--- config.mk ---
export PLATFORM = sky130hd
export DESIGN_NAME = id_ex_pipe_reg_flat
export DESIGN_NICKNAME = d
export VERILOG_FILES = /design/src/rtl/id_ex_pipe_reg_pkg.sv /design/src/rtl/id_ex_pipe_reg_if.sv /design/src/rtl/id_ex_pipe_reg_field.sv /design/src/rtl/id_ex_pipe_reg.sv /design/src/flat_wrapper.sv
export SDC_FILE = /design/constraint.sdc
export NUM_CORES = 1
export LEC_CHECK = 0
export CAP_MARGIN = 10
export CORE_ASPECT_RATIO = 0.9
export CORE_MARGIN = 2
export CORE_UTILIZATION = 30
export CTS_CLUSTER_DIAMETER = 50
export DETAILED_ROUTE_END_ITERATION = 7
export SYNTH_ARGS = -nofsm -noshare
export SYNTH_HDL_FRONTEND = slang
export SYNTH_HIERARCHICAL = 1
export SYNTH_SLANG_ARGS = --single-unit
--- constraint.sdc ---
create_clock -name clk -period 1.52 [get_ports clk]
set_input_delay 0.152 -clock clk [delete_from_list [all_inputs] [get_ports clk]]
set_output_delay 0.152 -clock clk [all_outputs]
set_load 0.02 [all_outputs]
--- src/rtl/id_ex_pipe_reg_pkg.sv ---
// id_ex_pipe_reg_pkg: shared MIPS constants, ALU control encodings and the EX control bundle with its NOP value
package id_ex_pipe_reg_pkg;
  localparam int REG_W = 5;
  localparam int ALUC_W = 4;
  localparam logic [5:0] OP_RTYPE = 6'b000000;
  localparam logic [5:0] OP_LW = 6'b100011;
  localparam logic [5:0] OP_SW = 6'b101011;
  localparam logic [5:0] OP_BEQ = 6'b000100;
  localparam logic [5:0] OP_JAL = 6'b000011;
  localparam logic [5:0] FN_ADD = 6'b100000;
  localparam logic [5:0] FN_JR = 6'b001000;
  typedef enum logic [ALUC_W-1:0] {
    ALUC_ADD = 4'b0000,
    ALUC_AND = 4'b0001,
    ALUC_XOR = 4'b0010,
    ALUC_SLL = 4'b0011,
    ALUC_SUB = 4'b0100,
    ALUC_OR  = 4'b0101,
    ALUC_LUI = 4'b0110,
    ALUC_SRL = 4'b0111,
    ALUC_SRA = 4'b1111
  } aluc_e;
  typedef struct packed {
    logic wreg;
    logic m2reg;
    logic wmem;
    logic aluimm;
    logic shift;
    logic jal;
    logic lw;
  } ctrl_t;
  localparam int CTRL_W = $bits(ctrl_t);
  localparam ctrl_t CTRL_NOP = '0;
endpackage

--- src/rtl/id_ex_pipe_reg_if.sv ---
// id_ex_pipe_reg_if: ID/EX bundle; master = decode/stall side driving id_* and en/stall/flush, slave = the pipe register driving ex_* and bubble_cnt
interface id_ex_pipe_reg_if
  import id_ex_pipe_reg_pkg::*;
#(
  parameter int DW = 32,
  parameter int CNT_W = 16
);
  logic en, stall, flush;
  logic [DW-1:0] id_pc4, id_qa, id_qb, id_imm;
  logic [REG_W-1:0] id_sa, id_td;
  logic [ALUC_W-1:0] id_aluc;
  logic id_wreg, id_m2reg, id_wmem, id_aluimm, id_shift, id_jal, id_lw;
  logic [DW-1:0] ex_pc4, ex_qa, ex_qb, ex_imm;
  logic [REG_W-1:0] ex_sa, ex_td;
  logic [ALUC_W-1:0] ex_aluc;
  logic ex_wreg, ex_m2reg, ex_wmem, ex_aluimm, ex_shift, ex_jal, ex_lw;
  logic ex_valid;
  logic [CNT_W-1:0] bubble_cnt;
  modport master (
    output en, stall, flush, id_pc4, id_qa, id_qb, id_imm, id_sa, id_td, id_aluc,
           id_wreg, id_m2reg, id_wmem, id_aluimm, id_shift, id_jal, id_lw,
    input  ex_pc4, ex_qa, ex_qb, ex_imm, ex_sa, ex_td, ex_aluc, ex_wreg, ex_m2reg,
           ex_wmem, ex_aluimm, ex_shift, ex_jal, ex_lw, ex_valid, bubble_cnt
  );
  modport slave (
    input  en, stall, flush, id_pc4, id_qa, id_qb, id_imm, id_sa, id_td, id_aluc,
           id_wreg, id_m2reg, id_wmem, id_aluimm, id_shift, id_jal, id_lw,
    output ex_pc4, ex_qa, ex_qb, ex_imm, ex_sa, ex_td, ex_aluc, ex_wreg, ex_m2reg,
           ex_wmem, ex_aluimm, ex_shift, ex_jal, ex_lw, ex_valid, bubble_cnt
  );
endinterface

--- src/rtl/id_ex_pipe_reg_field.sv ---
// pipe_field_reg: W-bit field register; clk, rst_n (sync active-low), en_i hold when 0, clr_i load zero over d_i, q_o output
module pipe_field_reg #(
  parameter int W = 1
) (
  input  logic         clk,
  input  logic         rst_n,
  input  logic         en_i,
  input  logic         clr_i,
  input  logic [W-1:0] d_i,
  output logic [W-1:0] q_o
);
  logic [W-1:0] q_d, q_q;
  always_comb q_d = !en_i ? q_q : clr_i ? '0 : d_i;
  always_ff @(posedge clk)
    if (!rst_n) q_q <= '0;
    else q_q <= q_d;
  assign q_o = q_q;
endmodule

--- src/rtl/id_ex_pipe_reg.sv ---
// id_ex_pipe_reg: ID/EX register; clk, rst_n (sync active-low), bus slave (en/stall/flush, id_* in, ex_*/ex_valid/bubble_cnt out); macro STALL_COUNT_EN adds a saturating bubble counter
module id_ex_pipe_reg
  import id_ex_pipe_reg_pkg::*;
#(
  parameter int DW = 32,
  parameter int CNT_W = 16
) (
  input logic         clk,
  input logic         rst_n,
  id_ex_pipe_reg_if.slave bus
);
  logic clr;
  ctrl_t id_ctrl, ex_ctrl;
  assign clr = bus.flush | bus.stall;
  assign id_ctrl = '{bus.id_wreg, bus.id_m2reg, bus.id_wmem, bus.id_aluimm, bus.id_shift, bus.id_jal, bus.id_lw};
  pipe_field_reg #(.W(4*DW)) u_data (
    .clk(clk), .rst_n(rst_n), .en_i(bus.en), .clr_i(clr),
    .d_i({bus.id_pc4, bus.id_qa, bus.id_qb, bus.id_imm}),
    .q_o({bus.ex_pc4, bus.ex_qa, bus.ex_qb, bus.ex_imm})
  );
  pipe_field_reg #(.W(2*REG_W+ALUC_W)) u_fld (
    .clk(clk), .rst_n(rst_n), .en_i(bus.en), .clr_i(clr),
    .d_i({bus.id_sa, bus.id_td, bus.id_aluc}),
    .q_o({bus.ex_sa, bus.ex_td, bus.ex_aluc})
  );
  pipe_field_reg #(.W(CTRL_W)) u_ctrl (
    .clk(clk), .rst_n(rst_n), .en_i(bus.en), .clr_i(clr),
    .d_i(id_ctrl), .q_o(ex_ctrl)
  );
  pipe_field_reg #(.W(1)) u_valid (
    .clk(clk), .rst_n(rst_n), .en_i(bus.en), .clr_i(clr),
    .d_i(1'b1), .q_o(bus.ex_valid)
  );
  assign {bus.ex_wreg, bus.ex_m2reg, bus.ex_wmem, bus.ex_aluimm, bus.ex_shift, bus.ex_jal, bus.ex_lw} = ex_ctrl;
`ifdef STALL_COUNT_EN
  logic [CNT_W-1:0] cnt_d, cnt_q;
  // flush+stall is a flush bubble, not a load-use bubble
  always_comb cnt_d = (bus.en && bus.stall && !bus.flush && cnt_q != '1) ? cnt_q + CNT_W'(1) : cnt_q;
  always_ff @(posedge clk)
    if (!rst_n) cnt_q <= '0;
    else cnt_q <= cnt_d;
  assign bus.bubble_cnt = cnt_q;
`else
  assign bus.bubble_cnt = '0;
`endif
endmodule

--- src/flat_wrapper.sv ---
// flat-port wrapper written by rule: the top's interface ports become plain ports
module id_ex_pipe_reg_flat import id_ex_pipe_reg_pkg::*;
#(
  parameter int DW = 32,
  parameter int CNT_W = 16
)
  (clk, rst_n, bus_en, bus_stall, bus_flush, bus_id_pc4, bus_id_qa, bus_id_qb, bus_id_imm, bus_id_sa, bus_id_td, bus_id_aluc, bus_id_wreg, bus_id_m2reg, bus_id_wmem, bus_id_aluimm, bus_id_shift, bus_id_jal, bus_id_lw, bus_ex_pc4, bus_ex_qa, bus_ex_qb, bus_ex_imm, bus_ex_sa, bus_ex_td, bus_ex_aluc, bus_ex_wreg, bus_ex_m2reg, bus_ex_wmem, bus_ex_aluimm, bus_ex_shift, bus_ex_jal, bus_ex_lw, bus_ex_valid, bus_bubble_cnt);
  id_ex_pipe_reg_if #(.DW(DW), .CNT_W(CNT_W)) bus_i ();
  input logic clk;
  input logic rst_n;
  input wire logic [$bits(bus_i.en)-1:0] bus_en;
  input wire logic [$bits(bus_i.stall)-1:0] bus_stall;
  input wire logic [$bits(bus_i.flush)-1:0] bus_flush;
  input wire logic [$bits(bus_i.id_pc4)-1:0] bus_id_pc4;
  input wire logic [$bits(bus_i.id_qa)-1:0] bus_id_qa;
  input wire logic [$bits(bus_i.id_qb)-1:0] bus_id_qb;
  input wire logic [$bits(bus_i.id_imm)-1:0] bus_id_imm;
  input wire logic [$bits(bus_i.id_sa)-1:0] bus_id_sa;
  input wire logic [$bits(bus_i.id_td)-1:0] bus_id_td;
  input wire logic [$bits(bus_i.id_aluc)-1:0] bus_id_aluc;
  input wire logic [$bits(bus_i.id_wreg)-1:0] bus_id_wreg;
  input wire logic [$bits(bus_i.id_m2reg)-1:0] bus_id_m2reg;
  input wire logic [$bits(bus_i.id_wmem)-1:0] bus_id_wmem;
  input wire logic [$bits(bus_i.id_aluimm)-1:0] bus_id_aluimm;
  input wire logic [$bits(bus_i.id_shift)-1:0] bus_id_shift;
  input wire logic [$bits(bus_i.id_jal)-1:0] bus_id_jal;
  input wire logic [$bits(bus_i.id_lw)-1:0] bus_id_lw;
  output wire logic [$bits(bus_i.ex_pc4)-1:0] bus_ex_pc4;
  output wire logic [$bits(bus_i.ex_qa)-1:0] bus_ex_qa;
  output wire logic [$bits(bus_i.ex_qb)-1:0] bus_ex_qb;
  output wire logic [$bits(bus_i.ex_imm)-1:0] bus_ex_imm;
  output wire logic [$bits(bus_i.ex_sa)-1:0] bus_ex_sa;
  output wire logic [$bits(bus_i.ex_td)-1:0] bus_ex_td;
  output wire logic [$bits(bus_i.ex_aluc)-1:0] bus_ex_aluc;
  output wire logic [$bits(bus_i.ex_wreg)-1:0] bus_ex_wreg;
  output wire logic [$bits(bus_i.ex_m2reg)-1:0] bus_ex_m2reg;
  output wire logic [$bits(bus_i.ex_wmem)-1:0] bus_ex_wmem;
  output wire logic [$bits(bus_i.ex_aluimm)-1:0] bus_ex_aluimm;
  output wire logic [$bits(bus_i.ex_shift)-1:0] bus_ex_shift;
  output wire logic [$bits(bus_i.ex_jal)-1:0] bus_ex_jal;
  output wire logic [$bits(bus_i.ex_lw)-1:0] bus_ex_lw;
  output wire logic [$bits(bus_i.ex_valid)-1:0] bus_ex_valid;
  output wire logic [$bits(bus_i.bubble_cnt)-1:0] bus_bubble_cnt;
  assign bus_i.en = bus_en;
  assign bus_i.stall = bus_stall;
  assign bus_i.flush = bus_flush;
  assign bus_i.id_pc4 = bus_id_pc4;
  assign bus_i.id_qa = bus_id_qa;
  assign bus_i.id_qb = bus_id_qb;
  assign bus_i.id_imm = bus_id_imm;
  assign bus_i.id_sa = bus_id_sa;
  assign bus_i.id_td = bus_id_td;
  assign bus_i.id_aluc = bus_id_aluc;
  assign bus_i.id_wreg = bus_id_wreg;
  assign bus_i.id_m2reg = bus_id_m2reg;
  assign bus_i.id_wmem = bus_id_wmem;
  assign bus_i.id_aluimm = bus_id_aluimm;
  assign bus_i.id_shift = bus_id_shift;
  assign bus_i.id_jal = bus_id_jal;
  assign bus_i.id_lw = bus_id_lw;
  assign bus_ex_pc4 = bus_i.ex_pc4;
  assign bus_ex_qa = bus_i.ex_qa;
  assign bus_ex_qb = bus_i.ex_qb;
  assign bus_ex_imm = bus_i.ex_imm;
  assign bus_ex_sa = bus_i.ex_sa;
  assign bus_ex_td = bus_i.ex_td;
  assign bus_ex_aluc = bus_i.ex_aluc;
  assign bus_ex_wreg = bus_i.ex_wreg;
  assign bus_ex_m2reg = bus_i.ex_m2reg;
  assign bus_ex_wmem = bus_i.ex_wmem;
  assign bus_ex_aluimm = bus_i.ex_aluimm;
  assign bus_ex_shift = bus_i.ex_shift;
  assign bus_ex_jal = bus_i.ex_jal;
  assign bus_ex_lw = bus_i.ex_lw;
  assign bus_ex_valid = bus_i.ex_valid;
  assign bus_bubble_cnt = bus_i.bubble_cnt;
  id_ex_pipe_reg #(.DW(DW), .CNT_W(CNT_W)) u_core (.clk(clk), .rst_n(rst_n), .bus(bus_i));
endmodule
-- Word level (Yosys, flattened, before mapping)
Index checks and enable logic that the tools add are counted.
W data, S select, Z words.
- bits in registers: 150
- input bits: 154
- output and inout bits: 166
- logic and storage cells: 9
- bitwise logic cells: 1
- multiplexer cells: 4
- operators with widths (cell ; count):
    $mux W128 ; 1
    $mux W14 ; 1
    $mux W7 ; 1
    $mux W1 ; 1
    $or A1 B1 Y1 ; 1

-- Logic depth before layout (Yosys ltp)
Gate-level depths: netlist (run 1).
- depth after elaboration: 2
- gate-level depth with buffers: 6
- mapped depth without buffers: 3

-- By module
Netlist (run 1), hierarchy kept.
- modules (own cells, without submodules) (module ; seq. area each (um^2) ; cells an instance ; times used ; area an instance (um^2)):
    pipe_field_reg (u_core.u_data) ; 2562.5 ; 569 ; 1 ; 5104.9
    pipe_field_reg (u_core.u_fld) ; 280.3 ; 62 ; 1 ; 596.8
    pipe_field_reg (u_core.u_ctrl) ; 140.1 ; 30 ; 1 ; 284.0
    id_ex_pipe_reg ; 0.0 ; 19 ; 1 ; 133.9
    pipe_field_reg (u_core.u_valid) ; 20.0 ; 4 ; 1 ; 40.0

-- Worst setup path after synthesis (run 1)
Ideal clock, no wire load.
- path kind: input -> register
- from: in bus_stall
- to: reg u_core.u_data.q_q[100] (netlist: u_core/u_data/q_o[100])
- data arrival time: 1.074 ns
- setup time: 0.067 ns
- stages: 6
- required time: 1.453 ns
- path slack: 0.379 ns
- buffers on the path: 3
- cells stage by stage: or2_1 -> nand2b_1 -> buf_6 -> buf_8 -> buf_12 -> o21ai_2
- longest elaborated chain between the ends: 2
- RTL lines (what ; line ; source):
    from (decl) ; flat_wrapper.sv:12 ; input wire logic [$bits(bus_i.stall)-1:0] bus_stall;
    $or A1 B1 Y1 ; id_ex_pipe_reg.sv:14 ; assign clr = bus.flush | bus.stall;
    $mux W128 ; id_ex_pipe_reg_field.sv:13 ; always_comb q_d = !en_i ? q_q : clr_i ? '0 : d_i;
    to (signal assigned) ; id_ex_pipe_reg_field.sv:16 ; else q_q <= q_d;
    to (decl) ; id_ex_pipe_reg_field.sv:12 ; logic [W-1:0] q_d, q_q;
Every way passes these cells.
A chain may end at the register's enable or synchronous reset.

-- Final worst setup path (run 1)
- from: reg u_core.u_data.q_q[19] (netlist: u_core/u_data/q_o[19])
- to: out bus_ex_imm[19]
- RTL lines (what ; line ; source):
    to (decl) ; flat_wrapper.sv:31 ; output wire logic [$bits(bus_i.ex_imm)-1:0] bus_ex_imm;
No word-level cell between the ends.

==> results of run 1 <==
-- how the worst max path moves through the flow --
stage / startpoint / to / slack (ps) / cells past startpoint
after floorplan: bus_stall / u_core/u_data/q_o[100] / 380 / 6
after global placement: bus_stall / u_core/u_data/q_o[10] / 50 / 5
after detailed placement: bus_flush / u_core/u_data/q_o[84] / 20 / 5
after CTS: u_core/u_data/q_o[92] / bus_ex_qa[28] / 0.3 / 1
after global routing: u_core/u_data/q_o[33] / bus_ex_qb[1] / 170 / 1
final: u_core/u_data/q_o[19] / bus_ex_imm[19] / 240 / 1
-- Yosys cell counts --
cell      number
or2_1          1
nand4b_1       4
nand2b_2       2
nand2b_1       1
nand2_2        1
dfxtp_1      150
o21ai_1      102
buf_4         19
conb_1         2
buf_8          1
o21ai_0        3
nand2_1      149
buf_2         49
clkbuf_1       3
buf_6          3
nand3b_1     150
buf_12         3
o21ai_2       41
-- power by group through the flow --
stage,sequential (uW),clock [uW],combinational (uW)
after detailed placement,4170,0,1280
final,4070,4210,1210
after CTS,4070,4340,1230
after floorplan,4280,0,499
after global routing,4080,4460,1310
after global placement,4160,0,1290
-- layout make-up --
cell class | count | area share [%]
multi-input cells | 471 | 27.9
well taps | 255 | 3.28
flip-flops and latches | 150 | 30.9
repair buffers | 321 | 32.0
clock inverters | 13 | 1.49
clock buffers | 19 | 4.45
-- flip-flops by register name (all words and copies together), names as in the netlist --
name / flops
u_core/u_valid/q_o: 1
u_core/u_data/q_o: 128
u_core/u_fld/q_o: 14
u_core/u_ctrl/q_o: 7
-- through the flow --
step | std cells | power [uW] | area (um^2) | util (%)
2_1_floorplan | 699 | 4780 | 6220 | -
3_3_place_gp | 1197 | 5450 | 9300 | 46.4
3_5_place_dp | 1197 | 5450 | 9300 | 46.4
4_1_cts | 1229 | 9640 | 9700 | 48.4
5_1_grt | 1229 | 9860 | 9720 | 48.5
6_report | 1229 | 9500 | 9720 | 48.5
-- metal layers --
metal,GRT usage (%),vias to the layer above,part of all wire (%)
li1,-,2839,-
met1,21.1,2544,45
met2,27.0,172,46
met3,4.92,17,7.3
met4,5.70,0,1.7
met5,0,-,0
-- repair_timing --
item,CTS,global route
setup endpoints to repair,142,8
hold buffers,0,0
endpoints found under the hold margin,0,0
resized for setup,142,8
-- cells by family after synthesis --
kind of cell,after synthesis,synth area share (%)
AO/OA/AOI/OAI,146,14.4
buffers and inverters,78,8.25
flip-flops,150,48.8
other,2,0.122
AND/OR/NAND/NOR,308,28.5
-- layout by cell type (no fill, tap or decap) --
master           instances
clkinv_4                 1
clkbuf_1                 2
buf_12                   8
dlygate4sd2_1          142
clkbuf_16               17
o21ai_0                  3
bufinv_16                2
clkbuf_8                 1
nand2b_2                 2
o21ai_1                102
nand2_1                149
inv_6                    5
dlymetal6s2s_1           8
or2_1                    1
nand4b_1                 4
nand2b_4                 1
o21ai_2                 41
clkinvlp_4               3
clkinv_2                 2
nand3b_1               150
buf_4                   11
nand2_2                  1
dfxtp_1                150
clkdlybuf4s50_1        151
conb_1                  17
==> results.md, run 1 <==
- Critical Path Slowest Stage Cell: dlygate4sd2_1
- Cell Rows: just under 50
- Sequential area share after synthesis: 48.8%
- Minimum clock period: 1280 ps
- DPL Wire Length: 12600 um
- Largest net degree at the start of global routing: 76
- GRT Util Overall: 16.6%
- Die area: 21700 um^2
- Final layout net count: 1115
- Worst Hold Class: input port to flop
- CP delay by family, top: buffers and inverters
- DR vias/cell: between 4 and 5
- Crit path DAT: 1130 ps
- Post-CTS Setup Repair Bufs: 0
- Fill count: 2004
- Core ar.: 20000 um^2
- CTS tree: done
- RSZ-0062 raised after global routing: false
- Synthesis Warnings: 6
- Initial DRC Count: 268
- Number of diodes: 0
- Slew Viols, Final: 0
- GPL Wtd Cong: between 0.7 and 0.8
- Final hold viol count: 0
- Antenna viol nets, final: 0
- Die width: 155 um
- Crit path cell chain: dlygate4sd2_1
- Leak Pwr: between 0.004 and 0.005 uW
- Post-synth cell types: 18
- Min-Delay Endpoint: u_core/u_ctrl/q_o[5]
- Max Root-Sink Buffers: 2
- # setup viols final: 0
- Clk pin slew, worst setup/hold paths: 70 ps
- Die H: 140 um
- Switching Fraction: 25.3%
- Clock power share: 44.4%
- Internal: between 7000 and 8000 uW
- Total detailed-routing wirelength: 18600 um
- Synth-to-Final Area Change: 57.9%
- R2R setup slack: 930 ps
- Critical-path maximum fanout: 2
- Combinational share of power: roughly an eighth
- Peak VDD IR: approximately 0.00056 V
- Via count: 5572
- Status: finished clean
- Worst r2r path cells: 2
- Buf/Inv on CP: 1
- Top-area cell type share of the netlist area: 48.8%
- Critical Path Source Type: flop
- Port bufs: 303
- Synth Area per Inst: 9.01 um^2
- Mapped Cells: 684
- Root Buffer: clkbuf_16
- Final Cycle Share: 84.3%
- Share of post-route cells with drive strength above 1: 9.75%
- Reg-to-Reg End: u_core/u_data/q_o[101]
- Vias in the first global route: 5396
- Reg2reg start: u_core/u_data/q_o[101]
- H-tree depth: 4
- Synth Cell Area: 6160 um^2
- Initial Util: about 31%
- Min-Delay Startpoint: bus_en
- Area leader, netlist: dfxtp_1
- Top post-synthesis cells by area: dfxtp_1 49%, nand3b_1 18%, nand2_1 9.1%
- Max-Cap Viols: 0
- Data required, critical path: between 1000 and 1500 ps
- Final Worst Setup Slack: about 240 ps
- First-pass GRT wire length: 29000 um
- Yosys reg bits: 150
- 1st-pass router iterations: 5
- Gr ovfl total: 0
- Final setup TNS: 0 ps
- DP Worst Slack: 23.7 ps
- Sequential Power Share: 42.9%
- Clk_skew: 0 ps
- Worst-skew pair later-pin latency: 410 ps
- Critical path's largest stage delay: ~400 ps
- Max Fclk: 0.780 GHz
- Setup CP Type: flop to output port
- Initial antenna violation count: 0
- Reg area: ~3000 um^2
- Area of the multi-input gates: 2710 um^2
- PwrDens: a little under 1000 nW/um^2
- Wire length per cell: between 15 and 20 um
- Sink Count: 150
- Hold path depth: 3
- Hold Slack: about 190 ps
- IO Pins: 320
- Psw: 2400 uW
- Cts bufs inserted: 17
- Crit. End Element: output port
- Remaining routing DRC violations: 0
No activity file was read; power rests on OpenSTA's default activity.
==> inputs of run 2 (changes only) <==
==> constraint.sdc (replaced) <==
create_clock -name clk -period 1.2 [get_ports clk]
set_input_delay 0.12 -clock clk [delete_from_list [all_inputs] [get_ports clk]]
set_output_delay 0.12 -clock clk [all_outputs]
set_load 0.02 [all_outputs]
==> run 2 against run 1 <==
Non-clock buffer count grew 2. Combinational power is 30% higher. Sequential power grew 27%. Clock power increased by 35%. Clock-buffer cell count grew 1. Hold slack worse by 50 ps. Global-route usage rose by 0.47 points. Power increased by 31%. Critical path type unchanged. Largest power group unchanged. Highest routed layer unchanged.
==> results.md, run 2 (synthesized netlist as in run 1, its figures left out) <==
- Status: finished clean
- Combinational share of power: 12.7%
- Met3 wire length: approximately 1400 um
- DR vias/cell: 4.58
- # setup viols final: 0
- Share of post-route cells with drive strength above 1: 25.2%
- Switching Fraction: 23.8%
- Critical Path Source Type: flop
- Die area: 21700 um^2
- Crit. End Element: output port
- Min-Delay Startpoint: bus_en
- Max Fclk: roughly 0.86 GHz
- Most frequent cells in the layout: 151 x clkdlybuf4s50_1, 150 x nand3b_1, 150 x dfxtp_1
- Final layout net count: 1117
- Antenna viol nets, final: 0
- Commonest non-fill, non-tap cell in the layout: clkdlybuf4s50_1
- Critical Path Slowest Stage Cell: dfxtp_1
- Sequential Power Share: a little over two fifths
- Root Buffer: clkbuf_16
- Crit path DAT: 1040 ps
- Peak VDD IR: between 0.0007 and 0.0008 V
- Final Worst Setup Slack: 40.6 ps
- Gr ovfl total: 0
- Worst Hold Class: input port to flop
- IO Pins: 320
- Die width: 155 um
- Synth-to-Final Area Change: 59.2%
- 1st-pass router iterations: 5
- Leak Pwr: 0.00377 uW
- GPL Wtd Cong: approximately 0.76
- CP delay by family, top: flip-flops
- Max-Cap Viols: 0
- Max Root-Sink Buffers: 2
- Total detailed-routing wirelength: approximately 19000 um
- Crit path launch: u_core/u_data/q_o[19]
- Largest net degree at the start of global routing: 68
- Clk_skew: 0 ps
- DP Worst Slack: -273 ps
- Initial Util: a little under a third
- Cts bufs inserted: 17
- Reg2reg start: u_core/u_data/q_o[127]
- R2R setup slack: 620 ps
- Initial DRC Count: 270
- Worst-skew pair later-pin latency: 420 ps
- Wire length per cell: 15.1 um
- Internal: 9470 uW
- Fill count: between 1500 and 2000
- Psw: 2960 uW
- GRT Util Overall: 17.1%
- First-pass GRT wire length: 29700 um
- Critical-path maximum fanout: 2
- Top Metal Used: met4
- PwrDens: 1270 nW/um^2
- Critical path's largest stage delay: 320 ps
- Port bufs: 303
- Post-route met1 wirelength: 8370 um
- Clock power share: 45.8%
- Number of diodes: 0
- Vias in the first global route: 5397
- H-tree depth: 4
- DPL Wire Length: about 13000 um
- Setup CP Type: flop to output port
- CTS tree: done
- Final hold viol count: 0
- Crit path cell chain: clkdlybuf4s15_2
- Clk pin slew, worst setup/hold paths: 60 ps
- Minimum clock period: between 1000 and 1500 ps
- Initial antenna violation count: 0
- RSZ-0062 raised after global routing: false
- Final Cycle Share: 96.6%
- Cell Rows: 49
- Remaining routing DRC violations: 0
- Die H: 140 um
- Data required, critical path: 1080 ps
- Via count: roughly 5600
- Sink Count: 150
- Number of flip-flops in the largest register: 128
- Final core occ: roughly 49%
- Slew Viols, Final: 0
- Buf/Inv on CP: 1
- Routed wl met2: 8600 um
- Core ar.: 20000 um^2
-- run 2: changes by cell type in the layout (fill, tap and decap cells not counted), sizes merged, moves of 3 or more --
cell	change
dlymetal6s2s	-8
buf	+41
inv	-3
clkbuf	+21
clkdlybuf4s15	+91
dlygate4sd2	-142
-- run 2: per-layer routing --
| layer | vias up | global-route usage (%) |
|---|---|---|
| li1 | 2844 | - |
| met5 | - | 0 |
| met1 | 2586 | 22.1 |
| met3 | 20 | 6.56 |
| met2 | 184 | 26.7 |
| met4 | 0 | 4.92 |
-- run 2: through the flow --
step | total power (uW) | TNS [ps] | hold WS, ps | cells | cell area, um^2
after floorplan | 6060 | 0 | 243 | 699 | 6220
after global placement | 6920 | -32990 | 456 | 1199 | 9370
after detailed placement | 6930 | -34710 | 460 | 1199 | 9370
after CTS | 12600 | 0 | 118 | 1230 | 10200
after global routing | 13000 | 0 | 136 | 1230 | 9810
final | 12400 | 0 | 139 | 1230 | 9810
-- run 2: timing repair --
item                       in CTS  in global routing
setup endpoints to repair     150                 59
hold buffers                    0                  0
pin swaps                       0                  0
setup buffers                   0                  0
resized for setup             430                 62
-- run 2: power groups by stage --
stage | registers [uW] | logic, uW | clock network [uW]
detailed placement | 5280 | 1650 | 0
global route | 5180 | 1710 | 6080
floorplan | 5420 | 632 | 0
global placement | 5270 | 1650 | 0
finish | 5160 | 1570 | 5690
CTS | 5160 | 1620 | 5860
-- run 2: cell type report --
cell class / count / area (um^2) / area share [%]
Clock buffer: 20 / 447 / 4.55
Clock inverter: 11 / 173 / 1.76
Multi-Input combinational cell: 471 / 2710 / 27.7
Sequential cell: 150 / 3000 / 30.6
Tap cell: 255 / 319 / 3.25
Timing Repair Buffer: 323 / 3150 / 32.2
-- run 2: final timing paths --
check	to	depth (start not counted)
setup / recovery	bus_ex_imm[19]	1
hold / removal	u_core/u_ctrl/q_o[4]	3
setup reg to reg	u_core/u_data/q_o[127]	2
hold reg to reg	u_core/u_ctrl/q_o[0]	2
==> inputs of run 3 (changes only) <==
--- a/config.mk
+++ b/config.mk
@@ -11,6 +11,7 @@
 export CORE_UTILIZATION = 30
 export CTS_CLUSTER_DIAMETER = 50
 export DETAILED_ROUTE_END_ITERATION = 7
+export GPL_ROUTABILITY_DRIVEN = 0
 export SYNTH_ARGS = -nofsm -noshare
 export SYNTH_HDL_FRONTEND = slang
 export SYNTH_HIERARCHICAL = 1
==> results of run 3 <==
The final DEF is identical to that of run 2; final timing and power are the same.
